**config.mk**
```make
export PLATFORM = sky130hd
export DESIGN_NAME = fetch_stage_flat
export DESIGN_NICKNAME = d
export VERILOG_FILES = /design/src/rtl/fetch_stage_pkg.sv /design/src/rtl/fetch_stage_if.sv /design/src/rtl/fetch_stage.sv /design/src/flat_wrapper.sv
export SDC_FILE = /design/constraint.sdc
export NUM_CORES = 1
export LEC_CHECK = 0
export CAP_MARGIN = 40
export CORE_UTILIZATION = 49
export CTS_CLUSTER_DIAMETER = 50
export CTS_CLUSTER_SIZE = 8
export DETAILED_ROUTE_END_ITERATION = 8
export GPL_ROUTABILITY_DRIVEN = 0
export PLACE_DENSITY = 0.86
export SLEW_MARGIN = 20
export SYNTH_ARGS = -nofsm -noshare
export SYNTH_HDL_FRONTEND = slang
export SYNTH_SLANG_ARGS = --single-unit
```
**constraint.sdc**
```tcl
create_clock -name CLK -period 3 [get_ports CLK]
set_input_delay 0.6 -clock CLK [delete_from_list [all_inputs] [get_ports CLK]]
set_output_delay 0.6 -clock CLK [all_outputs]
set_load 0.01 [all_outputs]
```
**src/rtl/fetch_stage_pkg.sv**
```systemverilog
// fetch_stage_pkg: shared types and constants for the instruction fetch stage.
// Holds the machine word type, the fetch FSM state encoding, the default
// sequential PC increment, and a small helper that word-aligns an address.
package fetch_stage_pkg;

   typedef logic [31:0] word_t;

   typedef enum logic [1:0] {
      FETCH  = 2'd0,
      HOLD   = 2'd1,
      HALTED = 2'd2
   } fetch_state_t;

   localparam int unsigned PC_STEP_DEFAULT = 4;

   // Clear the two byte-offset bits so the address points at a whole word.
   function automatic word_t alignPc(input word_t pc);
      return {pc[31:2], 2'b00};
   endfunction

endpackage

```
**src/rtl/fetch_stage_if.sv**
```systemverilog
// fetch_stage_if: groups the instruction-memory port and the IF/ID
// valid/ready handshake. The fetch stage uses the master view; the memory
// and decode side use the slave view.
interface fetch_stage_if;
   import fetch_stage_pkg::*;

   logic  imemREN;
   word_t imemaddr;
   logic  ihit;
   word_t imemload;

   logic  instr_valid;
   logic  dec_ready;
   word_t instr;
   word_t instr_pc;
   word_t instr_npc;

   modport master (
      output imemREN,
      output imemaddr,
      input  ihit,
      input  imemload,
      output instr_valid,
      input  dec_ready,
      output instr,
      output instr_pc,
      output instr_npc
   );

   modport slave (
      input  imemREN,
      input  imemaddr,
      output ihit,
      output imemload,
      input  instr_valid,
      output dec_ready,
      input  instr,
      input  instr_pc,
      input  instr_npc
   );

endinterface

```
**src/rtl/fetch_stage.sv**
```systemverilog
// fetch_stage: instruction fetch stage. Owns the PC, issues instruction
// memory reads, latches the returned word and offers it to decode through a
// valid/ready handshake. Accepts redirects and a sticky halt.
// Optional feature macro: FETCH_ALIGN_CHECK_EN -- when defined, a redirect to
// a non-word-aligned target halts the stage and raises a sticky
// misalign_fault; when undefined the target's low two bits are dropped.
module fetch_stage
   import fetch_stage_pkg::*;
#(
   parameter word_t       PC0     = 32'h0000_0000,
   parameter int unsigned PC_STEP = PC_STEP_DEFAULT
) (
   input  logic          CLK,
   input  logic          nRST,
   fetch_stage_if.master bus,
   input  logic          redirect_valid,
   input  word_t         redirect_pc,
   input  logic          halt,
   output logic          halted,
   output logic          misalign_fault
);

   fetch_state_t state;
   fetch_state_t nextState;

   word_t pc;
   word_t instrReg;
   word_t instrPcReg;
   word_t instrNpcReg;
   logic  instrValidReg;

   logic  redirectBad;
   word_t redirectTarget;
   logic  handshake;
   logic  inFetch;
   logic  inHold;
   logic  active;

   // A redirect to a misaligned target either becomes a fault or is
   // silently word-aligned, depending on the build.
`ifdef FETCH_ALIGN_CHECK_EN
   assign redirectBad    = redirect_valid && (redirect_pc[1:0] != 2'b00);
   assign redirectTarget = redirect_pc;
`else
   assign redirectBad    = 1'b0;
   assign redirectTarget = alignPc(redirect_pc);
`endif

   assign inFetch   = (state == FETCH);
   assign inHold    = (state == HOLD);
   assign active    = (state != HALTED);
   assign handshake = instrValidReg && bus.dec_ready;

   // State register: reset puts the stage back at the start of a fetch.
   always_ff @(posedge CLK or negedge nRST) begin
      if (!nRST) begin
         state <= FETCH;
      end else begin
         state <= nextState;
      end
   end

   // Next-state logic: halt beats redirect, redirect beats a memory hit,
   // and a hit beats the decode handshake. HALTED is left only by reset.
   always_comb begin
      nextState = state;
      case (state)
         FETCH: begin
            if (halt || redirectBad) begin
               nextState = HALTED;
            end else if (redirect_valid) begin
               nextState = FETCH;
            end else if (bus.ihit) begin
               nextState = HOLD;
            end
         end
         HOLD: begin
            if (halt || redirectBad) begin
               nextState = HALTED;
            end else if (redirect_valid) begin
               nextState = FETCH;
            end else if (handshake) begin
               nextState = FETCH;
            end
         end
         HALTED: begin
            nextState = HALTED;
         end
         default: begin
            nextState = FETCH;
         end
      endcase
   end

   // PC and IF/ID latch: capture the returned word on a hit, advance the PC
   // when decode takes it, and squash the latched word on redirect or halt.
   // A handshake coinciding with a redirect still retires the instruction,
   // but the PC follows the redirect target.
   always_ff @(posedge CLK or negedge nRST) begin
      if (!nRST) begin
         pc            <= PC0;
         instrReg      <= '0;
         instrPcReg    <= '0;
         instrNpcReg   <= '0;
         instrValidReg <= 1'b0;
      end else if (active) begin
         if (halt || redirectBad) begin
            instrValidReg <= 1'b0;
         end else if (redirect_valid) begin
            pc            <= redirectTarget;
            instrValidReg <= 1'b0;
         end else if (inFetch && bus.ihit) begin
            instrReg      <= bus.imemload;
            instrPcReg    <= pc;
            instrNpcReg   <= pc + word_t'(PC_STEP);
            instrValidReg <= 1'b1;
         end else if (inHold && handshake) begin
            pc            <= instrNpcReg;
            instrValidReg <= 1'b0;
         end
      end
   end

   // Misalignment fault: set once by a bad redirect and held until reset.
`ifdef FETCH_ALIGN_CHECK_EN
   logic misalignReg;

   always_ff @(posedge CLK or negedge nRST) begin
      if (!nRST) begin
         misalignReg <= 1'b0;
      end else if (active && !halt && redirectBad) begin
         misalignReg <= 1'b1;
      end
   end

   assign misalign_fault = misalignReg;
`else
   assign misalign_fault = 1'b0;
`endif

   // Outputs: the read request is live only while fetching and never while
   // reset is asserted, so an in-flight request drops the moment nRST falls.
   always_comb begin
      bus.imemREN     = nRST && inFetch;
      bus.imemaddr    = pc;
      bus.instr_valid = instrValidReg;
      bus.instr       = instrReg;
      bus.instr_pc    = instrPcReg;
      bus.instr_npc   = instrNpcReg;
      halted          = (state == HALTED);
   end

endmodule

```
**src/flat_wrapper.sv**
```systemverilog
// flat-port wrapper written by rule: the top's interface ports become plain ports
module fetch_stage_flat import fetch_stage_pkg::*;
#(
   parameter word_t       PC0     = 32'h0000_0000,
   parameter int unsigned PC_STEP = PC_STEP_DEFAULT
)
  (CLK, nRST, redirect_valid, redirect_pc, halt, halted, misalign_fault, bus_imemREN, bus_imemaddr, bus_ihit, bus_imemload, bus_instr_valid, bus_dec_ready, bus_instr, bus_instr_pc, bus_instr_npc);
  fetch_stage_if bus_i ();
  input  logic CLK;
  input  logic nRST;
  input  logic redirect_valid;
  input  word_t redirect_pc;
  input  logic halt;
  output logic halted;
  output logic misalign_fault;
  output wire logic [$bits(bus_i.imemREN)-1:0] bus_imemREN;
  output wire logic [$bits(bus_i.imemaddr)-1:0] bus_imemaddr;
  input wire logic [$bits(bus_i.ihit)-1:0] bus_ihit;
  input wire logic [$bits(bus_i.imemload)-1:0] bus_imemload;
  output wire logic [$bits(bus_i.instr_valid)-1:0] bus_instr_valid;
  input wire logic [$bits(bus_i.dec_ready)-1:0] bus_dec_ready;
  output wire logic [$bits(bus_i.instr)-1:0] bus_instr;
  output wire logic [$bits(bus_i.instr_pc)-1:0] bus_instr_pc;
  output wire logic [$bits(bus_i.instr_npc)-1:0] bus_instr_npc;
  assign bus_imemREN = bus_i.imemREN;
  assign bus_imemaddr = bus_i.imemaddr;
  assign bus_i.ihit = bus_ihit;
  assign bus_i.imemload = bus_imemload;
  assign bus_instr_valid = bus_i.instr_valid;
  assign bus_i.dec_ready = bus_dec_ready;
  assign bus_instr = bus_i.instr;
  assign bus_instr_pc = bus_i.instr_pc;
  assign bus_instr_npc = bus_i.instr_npc;
  fetch_stage #(.PC0(PC0), .PC_STEP(PC_STEP)) u_core (.CLK(CLK), .nRST(nRST), .bus(bus_i), .redirect_valid(redirect_valid), .redirect_pc(redirect_pc), .halt(halt), .halted(halted), .misalign_fault(misalign_fault));
endmodule
```
After elaboration in Yosys (flattened, before gate mapping)

Index checks and enable logic that the tools add are counted.

Output and inout bits: 132
Register bits: 131
Word-level logic and storage cells: 40

Muxes and demuxes: 14
Equal/unequal tests: 6
Reductions and logical operators: 11
Add/sub/neg operators: 1
Bitwise logic cells: 2

Operators with widths:

| operator              | count |
|---|---|
| $mux 32               | 3 |
| $add 32x3->32 const B | 1 |
| $mux 2                | 6 |
| $reduce_and 4->1      | 2 |
| $pmux 2 s3            | 1 |
| $logic_and 1x1->1     | 4 |
| $mux 1                | 4 |
| $ne 2x2->1 const B    | 2 |
| $ne 4x3->1 const B    | 1 |
| $ne 4x4->1 const B    | 1 |
| $reduce_and 2->1      | 2 |
| $reduce_bool 4->1     | 1 |
| $eq 2x1->1 const B    | 1 |
| $eq 2x2->1 const B    | 1 |
| $logic_not 2->1       | 1 |
| $not 1->1             | 2 |
| $reduce_bool 2->1     | 1 |

Logic depth before layout (Yosys ltp)

Depth in word-level cells: 6
Gate-level depth with buffers: 8

Worst setup path before layout

OpenSTA, ideal clock, no wires.

Kind: input-to-reg
Start: input port redirect_valid
End: register u_core.instrPcReg[21] (netlist: u_core.bus.instr_pc[21])
Setup time: 0.125 ns
Setup slack: 1.107 ns
Data arrival time: 1.769 ns
Stages on the path: 5
Cells stage by stage: clkbuf_1 > nor2_1 > nand3_1 > clkbuf_1 > mux2_2

Longest elaborated chain between the ends: 2

Ends and longest elaborated chain:

| element                           | line               | source |
|---|---|---|
| start, declared                   | flat_wrapper.sv:11 | `input logic redirect_valid;` |
| $not 1->1 (no source line)        | n/a                |  |
| $reduce_and 4->1 (no source line) | n/a                |  |
| end signal, assigned              | fetch_stage.sv:114 | `instrPcReg <= pc;` |
| end, declared                     | fetch_stage.sv:28  | `word_t instrPcReg;` |

Every way passes these cells.
A chain may end at the register's enable or synchronous reset.

Worst setup path in the final report

Start: register u_core.state[0]
End: output port bus_imemREN

Longest elaborated chain between the ends: 2

Ends and longest elaborated chain:

| element                | line               | source |
|---|---|---|
| start, declared        | fetch_stage.sv:23  | `fetch_state_t state;` |
| start signal, assigned | fetch_stage.sv:59  | `state <= nextState;` |
| $logic_not 2->1        | fetch_stage.sv:49  | `assign inFetch = (state == FETCH);` |
| $logic_and 1x1->1      | fetch_stage.sv:144 | `bus.imemREN = nRST && inFetch;` |
| end, declared          | flat_wrapper.sv:16 | `output wire logic [$bits(bus_i.imemREN)-1:0] bus_imemREN;` |

Every way passes these cells.

==> results.cfg <==
[global_route]
grt.total_usage_pct = 25.81
grt_pass1_vias = 4461
grt_pass1_wl_mm = 22.98
antenna_found_initial = 0
grt_overflow = 0
grt_max_degree = 65

[clocking]
clkSlewWorstSetupHoldPaths_ns = 0.05
htreeDepth = 4
clk_latency_ns = 0.42
cts_tree = built
numCtsBuffers = 17
ctsHoldBuffers = 0
clock-sinks = 129
clockRootBuffer = clkbuf_16
post_cts_buffers = 0
cts_max_path_buffers = 2
cts-resized-gates = 0

[synthesis]
async_reset_ff_share_pct = 100.0
yosysWarnings = 0
ys_types = 33
synth_ff_type = dfrtp_1
ys_ff_latch = 129
synth_area_leaders = dfrtp_1 57%, mux2_2 12%, mux2i_1 5.3%
synth_top_cell_area_share_pct = 56.97
postSynthAreaPerCell_um2 = 11.68
synth.most_common_cell = dfrtp_1
synth_nets = 556
yosysSeqAreaShare_pct = 56.97
synthCells = 485
ys_top_cells_by_count = 129 x dfrtp_1, 72 x nand2_1, 62 x mux2_2
synth_edf_count = 0
synth_area_leader_cell = dfrtp_1
synth_area_um2 = 5667

[pwr]
p_sw_share_pct = 31.29
max-vdd-ir-drop_uv = 701.1
seq_power_share_pct = 38.2
power_frac_clock_pct = 24.7
intPower_uw = 5710
switchingPower_uw = 2601
p_leak_uw = 0.003640
powerDensity_nw_per_um2 = 992.7
pwr-share-comb_pct = 37.1

[timing]
period_minus_slack_ns = 2.420
min_period_over_period_pct = 80.67
finalHoldViolCount = 0
skew_ns = 0.01145
slew_headroom_pct = 50.34
finalSetupViolCount = 0
setup-tns-final_ns = 0
maxSlewViolCount = 0
rsz0062_at_grt = no
tightest_slew_ns = 0.7387
max_freq_mhz = 413.2

[cells_and_area]
fin_util_pct = 75.90
drive_gt1_share_pct = 16.86
final_nets = 748
area_growth_pct = 47.74
n_antenna_cell = 0

[setup_path]
r2r_slack_ns = 0.88
crit_path_end = bus_imemREN
r2r_cells = 6
critPathLaunch = u_core.state[0]
cp.arrival_ns = 1.82
setup.worst_path.class = flop to output pin
rr_startpoint = u_core.bus.imemaddr[2]
end_kind = output pin
cp_max_fo = 8
r2r-end = u_core.bus.instr_npc[28]
startpoint_type = flop
worstPathRequired_ns = 2.40

[route]
dr_total_vias = 4369
viasPerCell = 5.277
avgRoutedWirePerCell_um = 17.53
wl_mm = 14.51
dr.pass1.iters = 4
drtAntennaViolNets = 0
drt_iter0_markers = 230
drcViolationCount = 0

[run]
cap_violations = 0

[place]
port_buffers = 198
dp_hpwl_mm = 10.21

[floorplan]
dieWidth_um = 109.5
die-area_um2 = 12000
rows = 38
ios = 202
coreArea_um2 = 11030
dieHeight_um = 109.5
initial_core_util_pct = 51.37

[min_path]
hp-class = input pin to async pin

[status]
status = complete, no violations
## worst min-delay path by stage
stage / endpoint / cells past startpoint
3_3_place_gp: u_core.bus.instr_pc[18] / 2
5_1_grt: u_core.bus.instr[14] / 2
2_1_floorplan: u_core.bus.imemaddr[0] / 0
3_5_place_dp: u_core.bus.instr_pc[18] / 2
6_report: u_core.bus.instr[14] / 2
4_1_cts: u_core.bus.instr[14] / 2
## per-stage QoR
stage / power (µW) / std cells / setup slack (ns) / cell area [µm²] / hold WS, ns
final: 8310 / 828 / 0.5800 / 8372 / 0.2083
after global placement: 6125 / 797 / 0.6948 / 7754 / 0.4632
after CTS: 8377 / 828 / 0.5774 / 8372 / 0.2101
after global routing: 8733 / 828 / 0.5159 / 8372 / 0.2347
after floorplan: 4284 / 485 / 1.107 / 5667 / 0.3044
after detailed placement: 6285 / 798 / 0.5773 / 7781 / 0.4697
## cells by family (layout without fill, tap and decap cells)
group	count (synthesis)	in the layout	share of synthesized area, %
AO/OA/AOI/OAI	71	71	6.492
XOR/XNOR	28	28	4.328
adder cells (fa/ha/maj)	1	1	0.2208
buffers and inverters	39	242	3.135
flip-flops	129	129	56.97
multiplexers	92	92	17.62
other	1	1	0.06618
AND/OR/NAND/NOR	124	124	11.17
## per-layer routing
metal	vias up	track usage [%]	wire, µm
li1	2043	-	-
met1	2165	30.70	5956
met2	136	44.43	7560
met3	25	5.928	646
met4	0	11.90	347
met5	-	0	0
## worst max-delay path: stages (launching register included)
cell and delay, ns:
dfrtp_1 0.45, nor2_1 0.25, and2_1 0.18, clkdlybuf4s50_1 0.53
## power groups by stage
stage | clock network, µW | registers, µW | logic, µW
after floorplan | 0 | 3390 | 895
after global placement | 0 | 3130 | 2990
after detailed placement | 0 | 3190 | 3100
after CTS | 2080 | 3170 | 3130
after global routing | 2140 | 3280 | 3310
final | 2050 | 3180 | 3080
## state kept, by name (all words and copies together), names as in the netlist
name / count
u_core.bus.imemaddr: 32
u_core.bus.instr: 32
u_core.bus.instr_npc: 32
u_core.bus.instr_pc: 30
u_core.state: 2
u_core.bus.instr_valid: 1
## layout by cell type (no fill, tap or decap), types with 3 or more instances in the layout
| cell type | n |
|---|---|
| clkdlybuf4s50_1 | 196 |
| dfrtp_1 | 129 |
| nand2_1 | 72 |
| mux2_2 | 62 |
| o21ai_0 | 49 |
| mux2i_1 | 30 |
| o21ai_1 | 18 |
| clkbuf_16 | 17 |
| xnor2_1 | 15 |
| xor2_1 | 13 |
| nand3_1 | 12 |
| nor2_1 | 8 |
| nand4_1 | 7 |
| nor3_2 | 6 |
| clkbuf_8 | 6 |
| buf_4 | 6 |
| inv_1 | 4 |
| and2_1 | 3 |
| nor4_2 | 3 |
| nand2b_1 | 3 |
| clkinv_2 | 3 |
## area by class of cell
type / instances / area [µm²]
Timing Repair Buffer: 206 / 2079
Multi-Input combinational cell: 317 / 2276
Clock buffer: 25 / 515.5
Clock inverter: 5 / 75.07
Sequential cell: 129 / 3228
Fill cell: 715 / 2659
Inverter: 6 / 22.52
Tap cell: 140 / 175.2
Power figures use the tool's default switching activity.
